<file path="src/rtl/dispatch_buffer.sv">
// dispatch_buffer
//   Registered dispatch stage between decode/rename and the issue queues
//   (INT, LW/SW, MULT, DIV). Each accepted instruction is classified and
//   turned into a reservation packet. The packet is held in an in-order
//   DEPTH-entry circular buffer. While a packet waits, its missing operands
//   snoop NUM_CDB common-data-bus channels. The head packet is offered to
//   exactly one issue queue through a one-hot valid/ready handshake.
//
// Ports
//   clk, rst_n             clock, asynchronous active-low reset
//   flush                  synchronous kill of every buffered entry
//   in_valid / in_ready    decode-side handshake (in_ready = count < DEPTH)
//   rs*_decoded, rs*_data, rs*_sel_cdb_or_regfile, rs*_valid_plus_tag,
//   rd_tag, opcode, func3, func7, imm
//                          decoded instruction and renamed operands
//   cdb_valid/tag/data     packed CDB broadcasts, channel c at [c*W +: W]
//   out_valid / out_ready  one-hot head target {DIV, MULT, LS, INT}
//   out_*                  head packet fields (operands CDB-bypassed);
//                          all fields read as zero while the buffer is empty
module dispatch_buffer #(
  parameter int DATA_W  = 32,
  parameter int TAG_W   = 6,
  parameter int DEPTH   = 2,
  parameter int NUM_CDB = 2
) (
  input  logic                      clk,
  input  logic                      rst_n,
  input  logic                      flush,
  input  logic                      in_valid,
  output logic                      in_ready,
  input  logic [4:0]                rs1_decoded,
  input  logic [4:0]                rs2_decoded,
  input  logic [DATA_W-1:0]         rs1_data,
  input  logic [DATA_W-1:0]         rs2_data,
  input  logic                      rs1_sel_cdb_or_regfile,
  input  logic                      rs2_sel_cdb_or_regfile,
  input  logic [TAG_W:0]            rs1_valid_plus_tag,
  input  logic [TAG_W:0]            rs2_valid_plus_tag,
  input  logic [TAG_W-1:0]          rd_tag,
  input  logic [6:0]                opcode,
  input  logic [2:0]                func3,
  input  logic [6:0]                func7,
  input  logic [DATA_W-1:0]         imm,
  input  logic [NUM_CDB-1:0]        cdb_valid,
  input  logic [NUM_CDB*TAG_W-1:0]  cdb_tag,
  input  logic [NUM_CDB*DATA_W-1:0] cdb_data,
  output logic [3:0]                out_valid,
  input  logic [3:0]                out_ready,
  output logic [DATA_W-1:0]         out_rs1_data,
  output logic [DATA_W-1:0]         out_rs2_data,
  output logic                      out_rs1_valid,
  output logic                      out_rs2_valid,
  output logic [TAG_W-1:0]          out_rs1_tag,
  output logic [TAG_W-1:0]          out_rs2_tag,
  output logic [TAG_W-1:0]          out_rd_tag,
  output logic [6:0]                out_opcode,
  output logic [2:0]                out_func3,
  output logic [6:0]                out_func7,
  output logic [DATA_W-1:0]         out_imm,
  output logic                      out_is_store
);

  localparam int PTR_W = $clog2(DEPTH);
  localparam int CNT_W = PTR_W + 1;

  localparam logic [6:0] OP_R     = 7'b0110011;
  localparam logic [6:0] OP_I     = 7'b0010011;
  localparam logic [6:0] OP_LUI   = 7'b0110111;
  localparam logic [6:0] OP_LW    = 7'b0000011;
  localparam logic [6:0] OP_S     = 7'b0100011;
  localparam logic [6:0] OP_JALR  = 7'b1100111;
  localparam logic [6:0] OP_B     = 7'b1100011;
  localparam logic [6:0] OP_AUIPC = 7'b0010111;

  // Encoding equals the out_valid bit index of the target queue.
  typedef enum logic [1:0] {
    CLS_INT  = 2'd0,
    CLS_LS   = 2'd1,
    CLS_MULT = 2'd2,
    CLS_DIV  = 2'd3
  } cls_e;

  // Returns {hit, data}. Channels are scanned high to low so the lowest
  // matching channel is the last writer and wins.
  function automatic logic [DATA_W:0] cdb_match(
    input logic [TAG_W-1:0]          tag,
    input logic [NUM_CDB-1:0]        v,
    input logic [NUM_CDB*TAG_W-1:0]  t,
    input logic [NUM_CDB*DATA_W-1:0] d
  );
    logic [DATA_W:0] r;
    r = '0;
    for (int c = NUM_CDB - 1; c >= 0; c--) begin
      if (v[c] && (t[c*TAG_W +: TAG_W] == tag)) r = {1'b1, d[c*DATA_W +: DATA_W]};
    end
    return r;
  endfunction

  // Control state
  logic [CNT_W-1:0] count_q, count_d;
  logic [PTR_W-1:0] rd_ptr_q, rd_ptr_d, wr_ptr_q, wr_ptr_d;
  logic [DEPTH-1:0] vld_q, vld_d;

  // Packet storage (not reset; qualified by vld_q / count_q)
  cls_e              cls_q      [DEPTH];
  cls_e              cls_d      [DEPTH];
  logic [DATA_W-1:0] rs1_data_q [DEPTH];
  logic [DATA_W-1:0] rs1_data_d [DEPTH];
  logic [DATA_W-1:0] rs2_data_q [DEPTH];
  logic [DATA_W-1:0] rs2_data_d [DEPTH];
  logic [DEPTH-1:0]  rs1_rdy_q, rs1_rdy_d, rs2_rdy_q, rs2_rdy_d;
  logic [TAG_W-1:0]  rs1_tag_q  [DEPTH];
  logic [TAG_W-1:0]  rs1_tag_d  [DEPTH];
  logic [TAG_W-1:0]  rs2_tag_q  [DEPTH];
  logic [TAG_W-1:0]  rs2_tag_d  [DEPTH];
  logic [TAG_W-1:0]  rd_tag_q   [DEPTH];
  logic [TAG_W-1:0]  rd_tag_d   [DEPTH];
  logic [6:0]        opcode_q   [DEPTH];
  logic [6:0]        opcode_d   [DEPTH];
  logic [2:0]        func3_q    [DEPTH];
  logic [2:0]        func3_d    [DEPTH];
  logic [6:0]        func7_q    [DEPTH];
  logic [6:0]        func7_d    [DEPTH];
  logic [DATA_W-1:0] imm_q      [DEPTH];
  logic [DATA_W-1:0] imm_d      [DEPTH];

  // Incoming classification
  logic keep, rs2_is_imm, rs2_force;
  cls_e in_cls;

  always_comb begin
    keep       = 1'b1;
    in_cls     = CLS_INT;
    rs2_is_imm = 1'b0;
    rs2_force  = 1'b0;
    case (opcode)
      OP_R: begin
        if (func7 == 7'd1 && func3 == 3'd4)      in_cls = CLS_DIV;
        else if (func7 == 7'd1 && func3 == 3'd0) in_cls = CLS_MULT;
      end
      OP_I, OP_LUI:           rs2_is_imm = 1'b1;
      OP_LW: begin
        in_cls    = CLS_LS;
        rs2_force = 1'b1;
      end
      OP_S:                   in_cls = CLS_LS;
      OP_JALR, OP_B, OP_AUIPC: in_cls = CLS_INT;
      default:                keep = 1'b0;
    endcase
  end

  // Incoming operands: class overrides first, then the same-cycle snoop
  // only for operands still outstanding.
  logic              in_rs1_base, in_rs2_base;
  logic [DATA_W:0]   in_rs1_snp, in_rs2_snp;
  logic              in_rs1_rdy, in_rs2_rdy;
  logic [DATA_W-1:0] in_rs1_val, in_rs2_val, in_rs2_src;

  assign in_rs1_base = (rs1_decoded == 5'd0) | rs1_sel_cdb_or_regfile
                     | ~rs1_valid_plus_tag[TAG_W];
  assign in_rs2_base = (rs2_decoded == 5'd0) | rs2_sel_cdb_or_regfile
                     | ~rs2_valid_plus_tag[TAG_W] | rs2_is_imm | rs2_force;
  assign in_rs1_snp  = cdb_match(rs1_valid_plus_tag[TAG_W-1:0], cdb_valid, cdb_tag, cdb_data);
  assign in_rs2_snp  = cdb_match(rs2_valid_plus_tag[TAG_W-1:0], cdb_valid, cdb_tag, cdb_data);
  assign in_rs1_rdy  = in_rs1_base | in_rs1_snp[DATA_W];
  assign in_rs2_rdy  = in_rs2_base | in_rs2_snp[DATA_W];
  assign in_rs2_src  = rs2_is_imm ? imm : rs2_data;
  assign in_rs1_val  = (!in_rs1_base && in_rs1_snp[DATA_W]) ? in_rs1_snp[DATA_W-1:0] : rs1_data;
  assign in_rs2_val  = (!in_rs2_base && in_rs2_snp[DATA_W]) ? in_rs2_snp[DATA_W-1:0] : in_rs2_src;

  // Per-entry snoop results, shared by resident capture and head bypass
  logic [DATA_W:0] rs1_snp [DEPTH];
  logic [DATA_W:0] rs2_snp [DEPTH];

  for (genvar i = 0; i < DEPTH; i++) begin : g_snoop
    assign rs1_snp[i] = cdb_match(rs1_tag_q[i], cdb_valid, cdb_tag, cdb_data);
    assign rs2_snp[i] = cdb_match(rs2_tag_q[i], cdb_valid, cdb_tag, cdb_data);
  end

  // Handshakes. A flush discards both the enqueue and the dequeue.
  logic nonempty, enq, wr_en, deq;

  assign nonempty = (count_q != '0);
  assign in_ready = (count_q < CNT_W'(DEPTH));
  assign enq      = in_valid & in_ready & ~flush;
  assign wr_en    = enq & keep;
  assign deq      = (|(out_valid & out_ready)) & ~flush;

  always_comb begin
    count_d  = count_q;
    rd_ptr_d = rd_ptr_q;
    wr_ptr_d = wr_ptr_q;
    vld_d    = vld_q;
    if (flush) begin
      count_d  = '0;
      rd_ptr_d = '0;
      wr_ptr_d = '0;
      vld_d    = '0;
    end else begin
      if (wr_en) begin
        vld_d[wr_ptr_q] = 1'b1;
        wr_ptr_d        = wr_ptr_q + PTR_W'(1);
      end
      if (deq) begin
        vld_d[rd_ptr_q] = 1'b0;
        rd_ptr_d        = rd_ptr_q + PTR_W'(1);
      end
      count_d = count_q + CNT_W'(wr_en) - CNT_W'(deq);
    end
  end

  always_comb begin
    cls_d      = cls_q;
    rs1_data_d = rs1_data_q;
    rs2_data_d = rs2_data_q;
    rs1_rdy_d  = rs1_rdy_q;
    rs2_rdy_d  = rs2_rdy_q;
    rs1_tag_d  = rs1_tag_q;
    rs2_tag_d  = rs2_tag_q;
    rd_tag_d   = rd_tag_q;
    opcode_d   = opcode_q;
    func3_d    = func3_q;
    func7_d    = func7_q;
    imm_d      = imm_q;
    for (int i = 0; i < DEPTH; i++) begin
      if (vld_q[i] && !rs1_rdy_q[i] && rs1_snp[i][DATA_W]) begin
        rs1_rdy_d[i]  = 1'b1;
        rs1_data_d[i] = rs1_snp[i][DATA_W-1:0];
      end
      if (vld_q[i] && !rs2_rdy_q[i] && rs2_snp[i][DATA_W]) begin
        rs2_rdy_d[i]  = 1'b1;
        rs2_data_d[i] = rs2_snp[i][DATA_W-1:0];
      end
    end
    // The write slot is never occupied, so it cannot collide with a capture.
    if (wr_en) begin
      cls_d[wr_ptr_q]      = in_cls;
      rs1_data_d[wr_ptr_q] = in_rs1_val;
      rs2_data_d[wr_ptr_q] = in_rs2_val;
      rs1_rdy_d[wr_ptr_q]  = in_rs1_rdy;
      rs2_rdy_d[wr_ptr_q]  = in_rs2_rdy;
      rs1_tag_d[wr_ptr_q]  = rs1_valid_plus_tag[TAG_W-1:0];
      rs2_tag_d[wr_ptr_q]  = rs2_valid_plus_tag[TAG_W-1:0];
      rd_tag_d[wr_ptr_q]   = rd_tag;
      opcode_d[wr_ptr_q]   = opcode;
      func3_d[wr_ptr_q]    = func3;
      func7_d[wr_ptr_q]    = func7;
      imm_d[wr_ptr_q]      = imm;
    end
  end

  always_ff @(posedge clk or negedge rst_n) begin
    if (!rst_n) begin
      count_q  <= '0;
      rd_ptr_q <= '0;
      wr_ptr_q <= '0;
      vld_q    <= '0;
    end else begin
      count_q  <= count_d;
      rd_ptr_q <= rd_ptr_d;
      wr_ptr_q <= wr_ptr_d;
      vld_q    <= vld_d;
    end
  end

  always_ff @(posedge clk) begin
    cls_q      <= cls_d;
    rs1_data_q <= rs1_data_d;
    rs2_data_q <= rs2_data_d;
    rs1_rdy_q  <= rs1_rdy_d;
    rs2_rdy_q  <= rs2_rdy_d;
    rs1_tag_q  <= rs1_tag_d;
    rs2_tag_q  <= rs2_tag_d;
    rd_tag_q   <= rd_tag_d;
    opcode_q   <= opcode_d;
    func3_q    <= func3_d;
    func7_q    <= func7_d;
    imm_q      <= imm_d;
  end

  // Head presentation with same-cycle CDB bypass; zero while empty.
  always_comb begin
    out_valid     = '0;
    out_rs1_data  = '0;
    out_rs2_data  = '0;
    out_rs1_valid = 1'b0;
    out_rs2_valid = 1'b0;
    out_rs1_tag   = '0;
    out_rs2_tag   = '0;
    out_rd_tag    = '0;
    out_opcode    = '0;
    out_func3     = '0;
    out_func7     = '0;
    out_imm       = '0;
    out_is_store  = 1'b0;
    if (nonempty) begin
      out_valid     = 4'b0001 << cls_q[rd_ptr_q];
      out_rs1_valid = rs1_rdy_q[rd_ptr_q] | rs1_snp[rd_ptr_q][DATA_W];
      out_rs2_valid = rs2_rdy_q[rd_ptr_q] | rs2_snp[rd_ptr_q][DATA_W];
      out_rs1_data  = (!rs1_rdy_q[rd_ptr_q] && rs1_snp[rd_ptr_q][DATA_W])
                    ? rs1_snp[rd_ptr_q][DATA_W-1:0] : rs1_data_q[rd_ptr_q];
      out_rs2_data  = (!rs2_rdy_q[rd_ptr_q] && rs2_snp[rd_ptr_q][DATA_W])
                    ? rs2_snp[rd_ptr_q][DATA_W-1:0] : rs2_data_q[rd_ptr_q];
      out_rs1_tag   = rs1_tag_q[rd_ptr_q];
      out_rs2_tag   = rs2_tag_q[rd_ptr_q];
      out_rd_tag    = rd_tag_q[rd_ptr_q];
      out_opcode    = opcode_q[rd_ptr_q];
      out_func3     = func3_q[rd_ptr_q];
      out_func7     = func7_q[rd_ptr_q];
      out_imm       = imm_q[rd_ptr_q];
      out_is_store  = (opcode_q[rd_ptr_q] != OP_LW);
    end
  end

endmodule

</file>
<file path="config.mk">
export PLATFORM = sky130hd
export DESIGN_NAME = dispatch_buffer
export DESIGN_NICKNAME = d
export VERILOG_FILES = /design/src/rtl/dispatch_buffer.sv
export SDC_FILE = /design/constraint.sdc
export NUM_CORES = 1
export LEC_CHECK = 0
export CELL_PAD_IN_SITES_DETAIL_PLACEMENT = 1
export CELL_PAD_IN_SITES_GLOBAL_PLACEMENT = 1
export CORE_UTILIZATION = 37
export CTS_BUF_LIST = sky130_fd_sc_hd__clkbuf_2
export CTS_CLUSTER_SIZE = 20
export DETAILED_ROUTE_END_ITERATION = 8
export GPL_TIMING_DRIVEN = 0
export HOLD_SLACK_MARGIN = 0.12
export PLACE_DENSITY = 0.8
export SLEW_MARGIN = 20
export SYNTH_ARGS = -nofsm -noshare
export SYNTH_HDL_FRONTEND = slang
export SYNTH_SLANG_ARGS = --single-unit
export TNS_END_PERCENT = 5
</file>
<file path="constraint.sdc">
create_clock -name clk -period 3.6 [get_ports clk]
set_input_delay 0.9 -clock clk [delete_from_list [all_inputs] [get_ports clk]]
set_output_delay 0.9 -clock clk [all_outputs]
set_load 0.02 [all_outputs]
</file>
; ---- Word level (Yosys, flattened, before mapping)
; Cells that the tools add are included.
[word_totals]
reg_bits = 276
in_bits = 231
out_inout_bits = 139
[classes]
n_addsub = 4
order_cmp = 8
eq_ne = 23
shifts = 1
n_mux = 123
bitwise_logic = 23
n_reduce_logical = 47
[ops]
columns = operator, count
row1 = two-way mux 32 bit, 22
row2 = two-way mux 33 bit, 18
row3 = bitwise mux 64 bit, 3
row4 = two-way mux 64 bit, 2
row5 = two-way mux 6 bit, 13
row6 = equality test 6 bit, 12
row7 = two-way mux 7 bit, 9
row8 = bitwise mux 12 bit, 3
row9 = demux 32 bit (select 1 bit), 1
row10 = logical AND 1 bit, 29
row11 = bitwise mux 14 bit, 2
row12 = two-way mux 2 bit, 13
row13 = "equality test 7 x 6 -> 1 bit, second input constant", 3
row14 = two-way mux 1 bit, 20
row15 = two-way mux 3 bit, 5
row16 = "equality test 7 x 5 -> 1 bit, second input constant", 2
row17 = "equality test 7 bit, second input constant", 2
row18 = logical NOT 5 bit, 2
row19 = OR 1 bit, 10
row20 = logical NOT 1 bit, 8
row21 = OR reduction 8 bit, 1
row22 = demux 7 bit (select 1 bit), 1
row23 = "equality test 7 x 1 -> 1 bit, second input constant", 1
row24 = "equality test 7 x 2 -> 1 bit, second input constant", 1
row25 = 31 further kinds, 46

; ---- Depth between registers and ports, before layout
[logic_depth]
depth_word = 11
ltp_mapped = 11
depth_no_buf = 10

; ---- Least setup slack after synthesis
; Ideal clock, no wire load.
[synth_path]
path_kind = input to register
startpoint = input opcode[3]
endpoint = register rs1_data_q[16] in the netlist's numbering
arrival_time_ps = 4645
required_ps = 3531
path_slack_ps = -1114
stages = 8
path_buffers = 2
path_cell_list = nand3b_1 > nor4b_2 > nand3_1 > clkinv_1 > clkbuf_1 > buf_1 > a32oi_1 > nand2_1
[synth_lines]
columns = item, line
row1 = "start, declared", 40  ; input logic [6:0] opcode,
row2 = "end signal, assigned", 268  ; rs1_data_q <= rs1_data_d;
row3 = "end, declared", 107  ; logic [DATA_W-1:0] rs1_data_q [DEPTH];

; ---- Final worst setup path
[layout_path]
startpoint = register rs1_tag_q[1] in the netlist's numbering
endpoint = output out_rs1_data[15]
[layout_between]
elab_chain_len = 10
elab_cells_between_ends = 12
[layout_lines]
columns = item, line
row1 = "start, declared", 112  ; logic [TAG_W-1:0] rs1_tag_q [DEPTH];
row2 = "start signal, assigned", 272  ; rs1_tag_q <= rs1_tag_d;
row3 = equality test 6 bit, 94  ; if (v[c] && (t[c*TAG_W +: TAG_W] == tag)) r = {1'b1, d[c*DATA_W +: DATA_W]};
row4 = logical AND 1 bit, 94
row5 = two-way mux 33 bit, 94
row6 = two-way mux 33 bit *, 94
row7 = two-way mux 33 bit (not written as such) * (3 in a row), 301  ; ? rs1_snp[rd_ptr_q][DATA_W-1:0] : rs1_data_q[rd_ptr_q];
row8 = logical AND 1 bit, 300  ; out_rs1_data = (!rs1_rdy_q[rd_ptr_q] && rs1_snp[rd_ptr_q][DATA_W])
row9 = two-way mux 32 bit *, 301
row10 = two-way mux 32 bit *, 296  ; if (nonempty) begin
row11 = "end, declared", 49  ; output logic [DATA_W-1:0] out_rs1_data,
; Mark *: on every way between the ends. The rest lies on a longest branch, timed or not. The select of a mux whose other input is x is not followed.

==> impl_metrics.toml <==
[floorplan]
core_um2 = 48800
die_y_um = 225
start_util = 0.375
die_area_um2 = 50400
die_x_um = 225
rows = 81
ioPinCount = 370

[power]
ir_worst_vdd_v = 0.000156
p_comb_frac = 0.195
internal-power_uw = 5080
seqPwrFrac = 0.476
power_frac_clock = 0.328
p_per_area_nw_per_um2 = 297
total_power_uw = 7570
p_switching_uw = 2500
p_sw_frac = 0.330
power_leakage_uw = 0.00885

[sta]
final-setup-viol-count = 148
rsz0062_at_grt = "true"
hold_violations = 0
finalWorstSetupSlack_ns = -1.10
drv_slew = 0
period_minus_slack_ns = 4.70
fmax_mhz = 213
slew_headroom = 0.129
period_share = 1.30
skew_ns = 0.137
worst_slew_pin_slew_ns = 1.31

[clock_tree]
clkTransAtPathRegs_ns = 0.13
cts_buffer_depth = 3
cts_buffers = 78
clk_latency_ns = 1.16
cts_root_buffer = "clkbuf_2"
cts_tree = "built"
cts_max_level = 3
clock_sinks = 276

[synth]
syn_nets = 2249
syn_inst = 2016
yosysSeqAreaShare = 0.379
synth_compound_area_frac = 0.248
synthAdderAreaFrac = 0.00137
synth-xor-area-share = 0.0367
synth-edff-count = 138
synth.mux.area_fraction = 0.135
syn_area_um2 = 18300
yosysUniqueCellTypes = 71
ys_warn_count = 0
synthSimpleGateAreaFrac = 0.140
synth-main-ff-cell = "edfxtp_1"
synth_top_family_by_area = "compound AO/OA/AOI/OAI gates"
async_flop_share = 0.0217
synth_area_per_cell_um2 = 9.09
ys_seq_elements = 276

[global_routing]
grt_overflow = 0
grt_start_max_net_pins = 61
grt_pass1_vias = 21300
grt_pass1_wl_mm = 138
antenna_found_initial = 5
track_usage = 0.368

[setup_path]
cp_max_fo = 10
crit_path_end_kind = "primary output"
arrival_ns = 3.80
worstSetupPathType = "flip-flop to primary output"
critPathLaunchType = "flip-flop"
crit_required_ns = 2.70

[worst_hold_path]
min-delay-path-class = "input port to flip-flop"

[flow_run]
cap_viol_max_count = 0

[outcome]
violations = "setup timing"
outcome = "finished with violations"

[final_layout]
utilization = 0.522
nets = 2724
area_delta_synth_final_pct = 39.2
drive_above_1_share = 0.251

[drt]
dr_total_vias = 20900
drc = 0
dr.pass1.iters = 6
drtIter0Drc = 2452
wl_per_cell_um = 29.8
drt-vias-per-instance = 6.50
drt_wl_total_mm = 95.9
antenna_left = 0

[placement]
gp_congestion = 0.988
place_ws_ns = -2.08
hpwl_mm = 70.4
numPortBuffers = 356
==> area by class of cell <==
class / count / area [µm²]
diodes: 5 / 12.5
plain buffers: 216 / 1540
clock buffers: 117 / 586
clock inverters: 24 / 135
fillers: 5627 / 23300
inverters: 43 / 161
multi-input cells: 1475 / 11500
flip-flops and latches: 276 / 6940
well taps: 664 / 831
repair buffers: 401 / 3790
==> cells in the mapped netlist (all sizes together), types with 56 or more instances <==
master,count,area [µm²]
nand3,168,841
mux2,92,1040
o31ai,59,443
buf,56,313
clkbuf,166,623
a221oi,63,552
a32oi,136,1190
edfxtp,138,4140
o21ai,136,681
nor2,87,327
mux2i,142,1420
nand2,160,603
dfxtp,132,2640
a21oi,80,400
==> power by group through the flow <==
stage | combinational, µW | sequential, µW | clock, µW
2_1_floorplan | 638 | 3630 | 0
3_3_place_gp | 1240 | 3650 | 0
3_5_place_dp | 1280 | 3660 | 0
4_1_cts | 1390 | 3590 | 2510
5_1_grt | 1540 | 3620 | 2660
6_report | 1480 | 3610 | 2490
==> cell families (layout without fill, tap and decap cells) <==
family,after synthesis,after routing
buffers and inverters,265,801
XOR/XNOR,76,76
AO/OA/AOI/OAI,625,625
flip-flops,276,276
other,0,5
adder cells (fa/ha/maj),2,2
AND/OR/NAND/NOR,537,537
multiplexers,235,235
==> metrics by stage <==
step,setup TNS (ns),cell area [µm²],hold WS [ns],cells
after global placement,-605.10,22700,0.447,3036
final,-78.33,25500,0.405,3221
after detailed placement,-435.33,22800,0.455,3038
after global routing,-86.73,25500,0.345,3221
after CTS,-91.14,25200,0.330,3212
after floorplan,-21.55,18300,0.435,2016
==> per-layer routing <==
layer | track usage | up-vias | part of all wire
met3 | 0.0798 | 344 | 0.090
met5 | 0 | - | 0
met2 | 0.580 | 1408 | 0.45
li1 | - | 8792 | -
met1 | 0.465 | 10400 | 0.40
met4 | 0.212 | 0 | 0.057
==> path summary, 6_finish.rpt <==
check	from	to	slack, ns	cells past startpoint
max	rs1_tag_q[1]$_DFFE_PP_	out_rs1_data[15]	-1.10	9
min	rd_tag[2]	rd_tag_q[2]$_DFFE_PP_	0.41	1
max reg2reg	count_q[1]$_DFF_PN0_	rs1_data_q[50]$_DFF_P_	0.14	7
min reg2reg	rs1_data_q[25]$_DFF_P_	rs1_data_q[25]$_DFF_P_	0.48	1
max in group asynchronous	rst_n	count_q[1]$_DFF_PN0_	2.79	2
min in group asynchronous	rst_n	vld_q[0]$_DFF_PN0_	0.55	2
==> critical path, cell delays in order (launching register included) <==
cell and delay (ns):
edfxtp_1 0.52, xor2_2 0.21, nor3_4 0.27, buf_4 0.20, clkbuf_1 0.40, nand3_1 0.26
o31ai_4 0.15, nand2_1 0.11, a221oi_2 0.32, buf_4 0.21
==> registers in the layout, indices dropped and copies added (netlist names) <==
name,cells
rs1_tag_q,12
count_q,2
rs1_data_q,64
imm_q,64
rs2_tag_q,12
opcode_q,14
rs2_data_q,64
rd_ptr_q,1
cls_q,4
rd_tag_q,12
func3_q,6
rs1_rdy_q,2
func7_q,14
vld_q,2
wr_ptr_q,1
rs2_rdy_q,2
==> layout by cell type, fill, tap and decap left out, types with 38 or more instances in the layout <==
master / count
nand3_1: 163
mux2_2: 92
clkbuf_1: 106
o21ai_0: 90
mux2i_1: 131
clkdlybuf4s50_1: 222
a32oi_1: 136
inv_1: 41
a21oi_1: 79
xnor2_1: 44
nor2_1: 85
clkbuf_2: 144
buf_2: 51
edfxtp_1: 138
dfxtp_1: 132
a21o_1: 41
nand2_1: 153
buf_4: 83
o31ai_1: 38
==> repair_timing <==
item / 4_1_cts / 5_1_grt
hold buffers: 2 / 0
setup endpoints to repair: 208 / 230
buffers inserted: 33 / 4
pin swaps: 44 / 33
gates resized for setup: 918 / 123
cloned: 4 / 0
hold endpoints to repair: 7 / 0
(Power assumes the default switching activity.)
